===== config.mk =====
export PLATFORM = sky130hd
export DESIGN_NAME = gray_to_bin_seq
export DESIGN_NICKNAME = d
export VERILOG_FILES = /design/src/rtl/gray_pkg.sv /design/src/rtl/gray_step_chk.sv /design/src/rtl/gray_to_bin_seq.sv
export SDC_FILE = /design/constraint.sdc
export NUM_CORES = 1
export LEC_CHECK = 0
export ABC_AREA = 1
export CORE_MARGIN = 2
export CORE_UTILIZATION = 35
export DETAILED_ROUTE_END_ITERATION = 16
export GPL_ROUTABILITY_DRIVEN = 0
export SETUP_SLACK_MARGIN = 0.3
export SLEW_MARGIN = 20
export SYNTH_ARGS = -nofsm -noshare
export SYNTH_HDL_FRONTEND = slang
export SYNTH_SLANG_ARGS = --single-unit

===== constraint.sdc =====
create_clock -name clk -period 2.6 [get_ports clk]
set_input_delay 0.52 -clock clk [delete_from_list [all_inputs] [get_ports clk]]
set_output_delay 0.52 -clock clk [all_outputs]
set_load 0.005 [all_outputs]

===== src/rtl/gray_pkg.sv =====
// Shared constants for the sequenced Gray-to-binary converter:
// default width and FSM state encoding.
package gray_pkg;

    localparam int GRAY_W = 4;

    localparam logic [1:0] ST_IDLE = 2'd0;
    localparam logic [1:0] ST_CONV = 2'd1;
    localparam logic [1:0] ST_DONE = 2'd2;

endpackage


===== src/rtl/gray_step_chk.sv =====
// Combinational legality check for a Gray step: exactly one bit differs
// between the current and previous samples.
module gray_step_chk #(
    parameter int W = 4
) (
    input  logic [W-1:0] cur,
    input  logic [W-1:0] prev,
    output logic         one_bit_step
);

    logic [W-1:0] diff;

    assign diff         = cur ^ prev;
    assign one_bit_step = ($countones(diff) == 1);

endmodule


===== src/rtl/gray_to_bin_seq.sv =====
// Serial Gray-to-binary converter: resolves one bit per clock, MSB first,
// through a single XOR stage, and flags illegal Gray steps between samples.
module gray_to_bin_seq
    import gray_pkg::*;
#(
    parameter int W = GRAY_W
) (
    input  logic         clk,
    input  logic         rst_n,
    input  logic         in_valid,
    output logic         in_ready,
    input  logic [W-1:0] g_in,
    output logic         out_valid,
    input  logic         out_ready,
    output logic [W-1:0] b_out,
    output logic         step_err,
    output logic         busy
);

    localparam int IW = (W > 1) ? $clog2(W) : 1;

    logic [1:0]    state;
    logic [W-1:0]  g_reg;
    logic [W-1:0]  prev_g;
    logic          prev_valid;
    logic [W-1:0]  b_reg;
    logic [IW-1:0] idx;
    logic          err_reg;
    logic          one_bit_step;

    // Bit above the current index; the zero pad supplies the MSB's XOR input.
    logic [W:0]    b_ext;
    logic [W:0]    b_above;
    logic [IW:0]   idx_p1;
    logic          next_bit;

    // Handshakes: a transfer happens on a rising edge where valid and ready
    // are both high; valid never depends combinationally on ready.
    assign in_ready  = (state == ST_IDLE);
    assign out_valid = (state == ST_DONE);
    assign busy      = (state != ST_IDLE);
    assign b_out     = b_reg;
    assign step_err  = err_reg;

    assign b_ext    = {1'b0, b_reg};
    assign idx_p1   = {1'b0, idx} + {{IW{1'b0}}, 1'b1};
    assign b_above  = b_ext >> idx_p1;
    assign next_bit = g_reg[idx] ^ b_above[0];

    gray_step_chk #(.W(W)) u_step_chk (
        .cur          (g_reg),
        .prev         (prev_g),
        .one_bit_step (one_bit_step)
    );

    always_ff @(posedge clk or negedge rst_n) begin
        if (!rst_n) begin
            state      <= ST_IDLE;
            g_reg      <= '0;
            prev_g     <= '0;
            prev_valid <= 1'b0;
            b_reg      <= '0;
            idx        <= '0;
            err_reg    <= 1'b0;
        end else begin
            case (state)
                ST_IDLE: begin
                    if (in_valid) begin
                        g_reg <= g_in;
                        idx   <= IW'(W - 1);
                        state <= ST_CONV;
                    end
                end
                ST_CONV: begin
                    b_reg[idx] <= next_bit;
                    if (idx == '0) begin
                        // Step check is taken on the final bit so it lands with the result.
                        err_reg    <= prev_valid & ~one_bit_step;
                        prev_g     <= g_reg;
                        prev_valid <= 1'b1;
                        state      <= ST_DONE;
                    end else begin
                        idx <= idx - 1'b1;
                    end
                end
                ST_DONE: begin
                    if (out_ready) begin
                        state <= ST_IDLE;
                    end
                end
                default: state <= ST_IDLE;
            endcase
        end
    end

endmodule


**Yosys cells after proc, flatten, opt, wreduce, memory -nomap -nowiden**

Cells that the tools add are included.

- Register bits: 18
- Word-level logic and storage cells: 47

- Add/sub/neg operators: 5
- Order comparisons: 2
- Eq/ne operators: 7
- Shift operators: 1
- Mux-type cells: 12
- Bitwise gates (word level): 4
- Reductions and logical operators: 9

Operators with widths:

| cell | count |
|---|---|
| adder 32 bit | 1 |
| equality test 32 x 2 -> 1 bit (second input constant) | 1 |
| two-way mux 2 bit | 5 |
| inequality test 2 bit (second input constant) | 3 |
| case mux 2 bit (3 select lines) | 1 |
| AND reduction 3 bit | 2 |
| adder 1 x 1 -> 2 bit | 2 |
| bitwise mux 4 bit | 1 |
| logical NOT 2 bit | 2 |
| case mux 2 bit (2 select lines) | 1 |
| AND reduction 2 bit | 2 |
| nonzero test 2 bit | 2 |
| >> shifter 4 x 3 -> 1 bit | 1 |
| bitwise XOR 4 bit | 1 |
| adder 2 x 1 -> 3 bit (second input constant) | 1 |
| < comparator 2 x 3 -> 1 bit (second input constant) | 1 |
| binary-select mux 1 bit (select 2 bit) | 1 |
| demux 1 bit (select 2 bit) | 1 |
| equality test 2 x 1 -> 1 bit (second input constant) | 1 |
| equality test 2 bit (second input constant) | 1 |
| greater-or-equal comparator 2 x 1 -> 1 bit (second input constant) | 1 |
| two-way mux 1 bit | 2 |
| inequality test 2 x 1 -> 1 bit (second input constant) | 1 |
| subtractor 2 x 1 -> 2 bit (second input constant) | 1 |
| other kinds (4) | 4 |

**Logic depth before layout (Yosys ltp)**

- Depth after elaboration: 6
- Mapped depth: 8

**Hierarchy**

A second synthesis with hierarchy kept.

- Cells, all modules: 125
- Area, all modules: 1021.0 µm²

Modules (own cells, without submodules):

| module | instances | cells each | area an instance (µm²) |
|---|---|---|---|
| gray_to_bin_seq | 1 | 97 | 879.6 |
| gray_step_chk | 1 | 28 | 141.4 |

**Worst setup path before layout**

OpenSTA, ideal clock, no wires.

- Kind: reg-to-reg
- Start point: reg prev_g[0]
- End point: reg err_reg, in the netlist step_err
- Setup time: 0.121 ns
- Arrival: 1.641 ns
- Path slack: 0.838 ns
- Cell stages (with the launch flop): 7
- Buffers on the path: 0
- Period minus slack after synthesis: 1.762 ns
- Path through: dfrtp_1 xor2_1 ha_1 ha_1 fa_1 o21ai_0 o21ai_1

- Word-level cells in the longest chain between the ends: 6

Ends and longest elaborated chain:

| element | RTL line | RTL |
|---|---|---|
| from (decl) | gray_to_bin_seq.sv:24 | `logic [W-1:0] prev_g;` |
| from (signal assigned) | gray_to_bin_seq.sv:79 | `prev_g <= g_reg;` |
| bitwise XOR 4 bit | gray_step_chk.sv:13 | `assign diff = cur ^ prev;` |
| adder 1 x 1 -> 2 bit (not written as such) | gray_step_chk.sv:14 | `assign one_bit_step = ($countones(diff) == 1);` |
| adder 32 bit (not written as such) | gray_step_chk.sv:14 |  |
| equality test 32 x 2 -> 1 bit | gray_step_chk.sv:14 |  |
| NOT 1 bit | gray_to_bin_seq.sv:78 | `err_reg <= prev_valid & ~one_bit_step;` |
| bitwise AND 1 bit | gray_to_bin_seq.sv:78 |  |
| to (signal assigned) | gray_to_bin_seq.sv:78 |  |
| to (decl) | gray_to_bin_seq.sv:28 | `logic err_reg;` |

No other way between the ends.
A chain may end at the register's enable or synchronous reset.

**Final worst setup path**

- Start point: reg state[0]
- End point: out in_ready

- Word-level cells in the longest chain between the ends: 1

Ends and longest elaborated chain:

| element | RTL line | RTL |
|---|---|---|
| from (decl) | gray_to_bin_seq.sv:22 | `logic [1:0] state;` |
| from (signal assigned) | gray_to_bin_seq.sv:58 | `state <= ST_IDLE;` |
| from (signal assigned) | gray_to_bin_seq.sv:71 | `state <= ST_CONV;` |
| from (signal assigned) | gray_to_bin_seq.sv:81 | `state <= ST_DONE;` |
| logical NOT 2 bit | gray_to_bin_seq.sv:39 | `assign in_ready = (state == ST_IDLE);` |
| to (decl) | gray_to_bin_seq.sv:11 | `output logic in_ready,` |

No other way between the ends.

==> impl_summary.md <==
Cells and area
The post-route netlist has 12.7% of its cells at a drive strength greater than 1. The total number of nets in the final design is 143. Compared with the post-synthesis result, the final layout area differs by 22.1%. With fillers left out, the area of the finished cells amounts to 0.00118 sq mm. The most frequent standard cell in the layout excluding fill and tap cells is nand2_1. Once layout is complete, the utilization of the core stands at 44.1%.

The final antenna diode count is 0. Leaving out fill and tap cells, the most frequent cells in the layout are 23 x nand2_1, 18 x dfrtp_1, 15 x clkdlybuf4s50_1.

STA
The final number of max-transition violations is 0. Setup total negative slack on the finished layout was measured at 0 ns. The final period demand of the worst path is 1.97 ns. The largest clock skew in the final design is 0.00864 ns. The headroom to the max-slew limit is 44.5%. Static timing analysis puts the maximum clock frequency at 508 MHz. Setup repair after global routing left no endpoint under its margin.

The share of the clock period used by the worst path is 75.7%. The final hold violation count came to 0. Setup violations remaining at the end of the flow were counted as 0. The worst path meets setup with 0.632 ns of slack. For the pin with the worst max-slew slack, the measured transition is 0.830 ns.

Drt
The detailed router placed 731 vias in this run. The number of violations reported at the end of detailed-routing iteration 0 is 9. The average vias per placed instance is 4.66.

In the final routed layout, each cell accounts on average for 11.9 microns. After detailed routing, the number of remaining DRC violations is 0. The remaining antenna violation count after routing is 0. The final layout contains routed wiring with a total length of 1870 microns. The first TritonRoute pass finished after 4 iterations.

Power and ir drop
Summed over all cells, the static leakage comes to 0.574 nW. The overall power of the completed layout is 0.00153 W. Across the VDD grid, the largest voltage drop is 0.605 mV. Power spread over the standard cell area amounts to 1290 mW/mm^2.

Floorplanning
The die is 56.6 microns wide. The standard cell core area is 0.00269 sq mm. For this configuration, the core starts out at a cell density of 36.1%. The floorplan has 19 rows. 16 I/O pins were placed. The die outline area is 0.00321 sq mm. The vertical die dimension is 56.6 microns.

Job
Max-cap violations in this run came to 0.

Clock tree
TritonCTS created 3 clock buffers. CTS built an H-tree with a depth of 1. For the worst-skew pair, the clock arrives at the later sink with an insertion delay of 0.30 ns. The number of buffers added to fix hold violations after cts is 0. The CTS tree is built. The clock transition time at the flip-flop clock pins of the worst setup and hold paths is 0.11 ns. The maximum root-to-sink buffer count is 2. In this run, post-CTS repair resized a total of 0 instances. After clock tree synthesis, the setup repair step added 0 buffers.

The clock tree root buffer cell is clkbuf_4. The number of sinks handled by clock tree synthesis is 18.

Critical path
The startpoint kind of the worst setup timing path is a flip-flop. The startpoint identified for the worst register-to-register timing path is g_reg[0]. In this run the worst path has a maximum fanout of 5. The critical path data arrival time is 1.45 ns. Broken down by cell family, the worst path's largest delay share belongs to buffers and inverters. The critical path is of the reg2out type. At the worst endpoint, the required time is 2.08 ns. On the worst path, the slowest cell contributes a delay of 0.52 ns. The critical path runs through a total of 2 cells. The worst setup path is captured at a primary output.

The end point of the critical path is in_ready. The capture instance of the worst register-to-register path is step_err. The number of buffers and inverters on the critical path is 1. In this run the register-to-register setup slack is 0.73 ns. The signal on the critical path passes through nor2_2 -> clkdlybuf4s50_1.

On the critical path, the stage with the largest delay is an instance of clkdlybuf4s50_1. Tracing the worst setup path back leads to its startpoint at state[0]. For the worst flop-to-flop path, the logic depth is 8.

Place
The count of buffers inserted at the top-level ports is 15. The placed standard-cell area is 0.00115 sq mm. The HPWL after detailed placement is 1440 microns. The setup slack at placement is 0.720 ns.

Logic synthesis
By area the synthesized netlist is led by dfrtp_1 46%, ha_1 9.0%, nand2_1 8.9%. The post-synthesis register bit count is 18. The synthesized design devotes to its leading area cell type 46.5% of total area. For this run, the register share of the synthesized area comes to 46.5%. The mean post-synth cell area is 8.98 sq um. The Yosys step of the flow raised 0 warnings. The largest total area in the synthesized netlist belongs to dfrtp_1. The number of nets in the synthesized netlist is 124. The mapped netlist covers 970 sq um. Counting every instance in the synthesized netlist gives 108. The distinct cell type count after synthesis is 20.

Global routing
The initial antenna violation count was 0. The first global-routing pass estimated 3240 microns of wire. Entering global routing, the biggest net connects 19 pins. For this run the aggregate overflow at the end of global routing stands at 0.

The number of global-route vias before repair was 724. The total global routing track utilization is 13.2%.

Hold path
The class of the tightest hold or removal check is reg2reg. Counting instances, the worst hold path has a depth of 1.

Outcome
The flow ran to the end, and the final reports show no timing, DRC or antenna violations.
[worst min path at each step]
stage	endpoint	start	slack (ns)
after floorplan	b_out[0]	rst_n	0.22
after global placement	prev_valid	prev_valid	0.45
after detailed placement	prev_valid	prev_valid	0.45
after CTS	prev_valid	prev_valid	0.48
after global routing	prev_valid	prev_valid	0.49
final	prev_valid	prev_valid	0.49
[logic make-up after synthesis]
group	Yosys count	share of synthesized area [%]
AO/OA/AOI/OAI	17	11.0
XOR/XNOR	4	3.61
adder cells (fa/ha/maj)	8	11.1
buffers and inverters	18	7.74
flip-flops	18	46.5
AND/OR/NAND/NOR	43	20.1
[metal layers]
layer  part of all wire (%)  track usage [%]  vias up
li1                       -                -      375
met1                     47             17.3      346
met2                     50             21.6       10
met3                    2.8             2.30        0
met4                      0             5.10        0
met5                      0                0        -
[Yosys cell counts (all sizes together)]
cell and count:
o21ai 13, fa 1, clkinv 1, o31ai 1, nand2 24, xor2 4
dfrtp 18, inv 16, ha 7, nor2 8, or2 2, buf 1
nand3 9, a21oi 3
[cell type report]
cell class / count / area [sq um]
Fill cell: 278 / 1500
Sequential cell: 18 / 450
Multi-Input combinational cell: 72 / 444
Timing Repair Buffer: 15 / 150
Inverter: 17 / 63.8
Tap cell: 31 / 38.8
Clock buffer: 4 / 36.3
[power by group]
group | total (W) | internal [W] | switching (W)
Sequential | 0.000540 | 0.000410 | 0.000130
Clock | 0.000176 | 0.0000854 | 0.0000910
Combinational | 0.000810 | 0.000380 | 0.000431
[stage by stage]
step	hold WS (ns)	instances
4_1_cts	0.480	157
2_1_floorplan	0.224	108
5_1_grt	0.489	157
3_5_place_dp	0.455	153
3_3_place_gp	0.452	153
6_report	0.485	157
(Power assumes the default switching activity.)
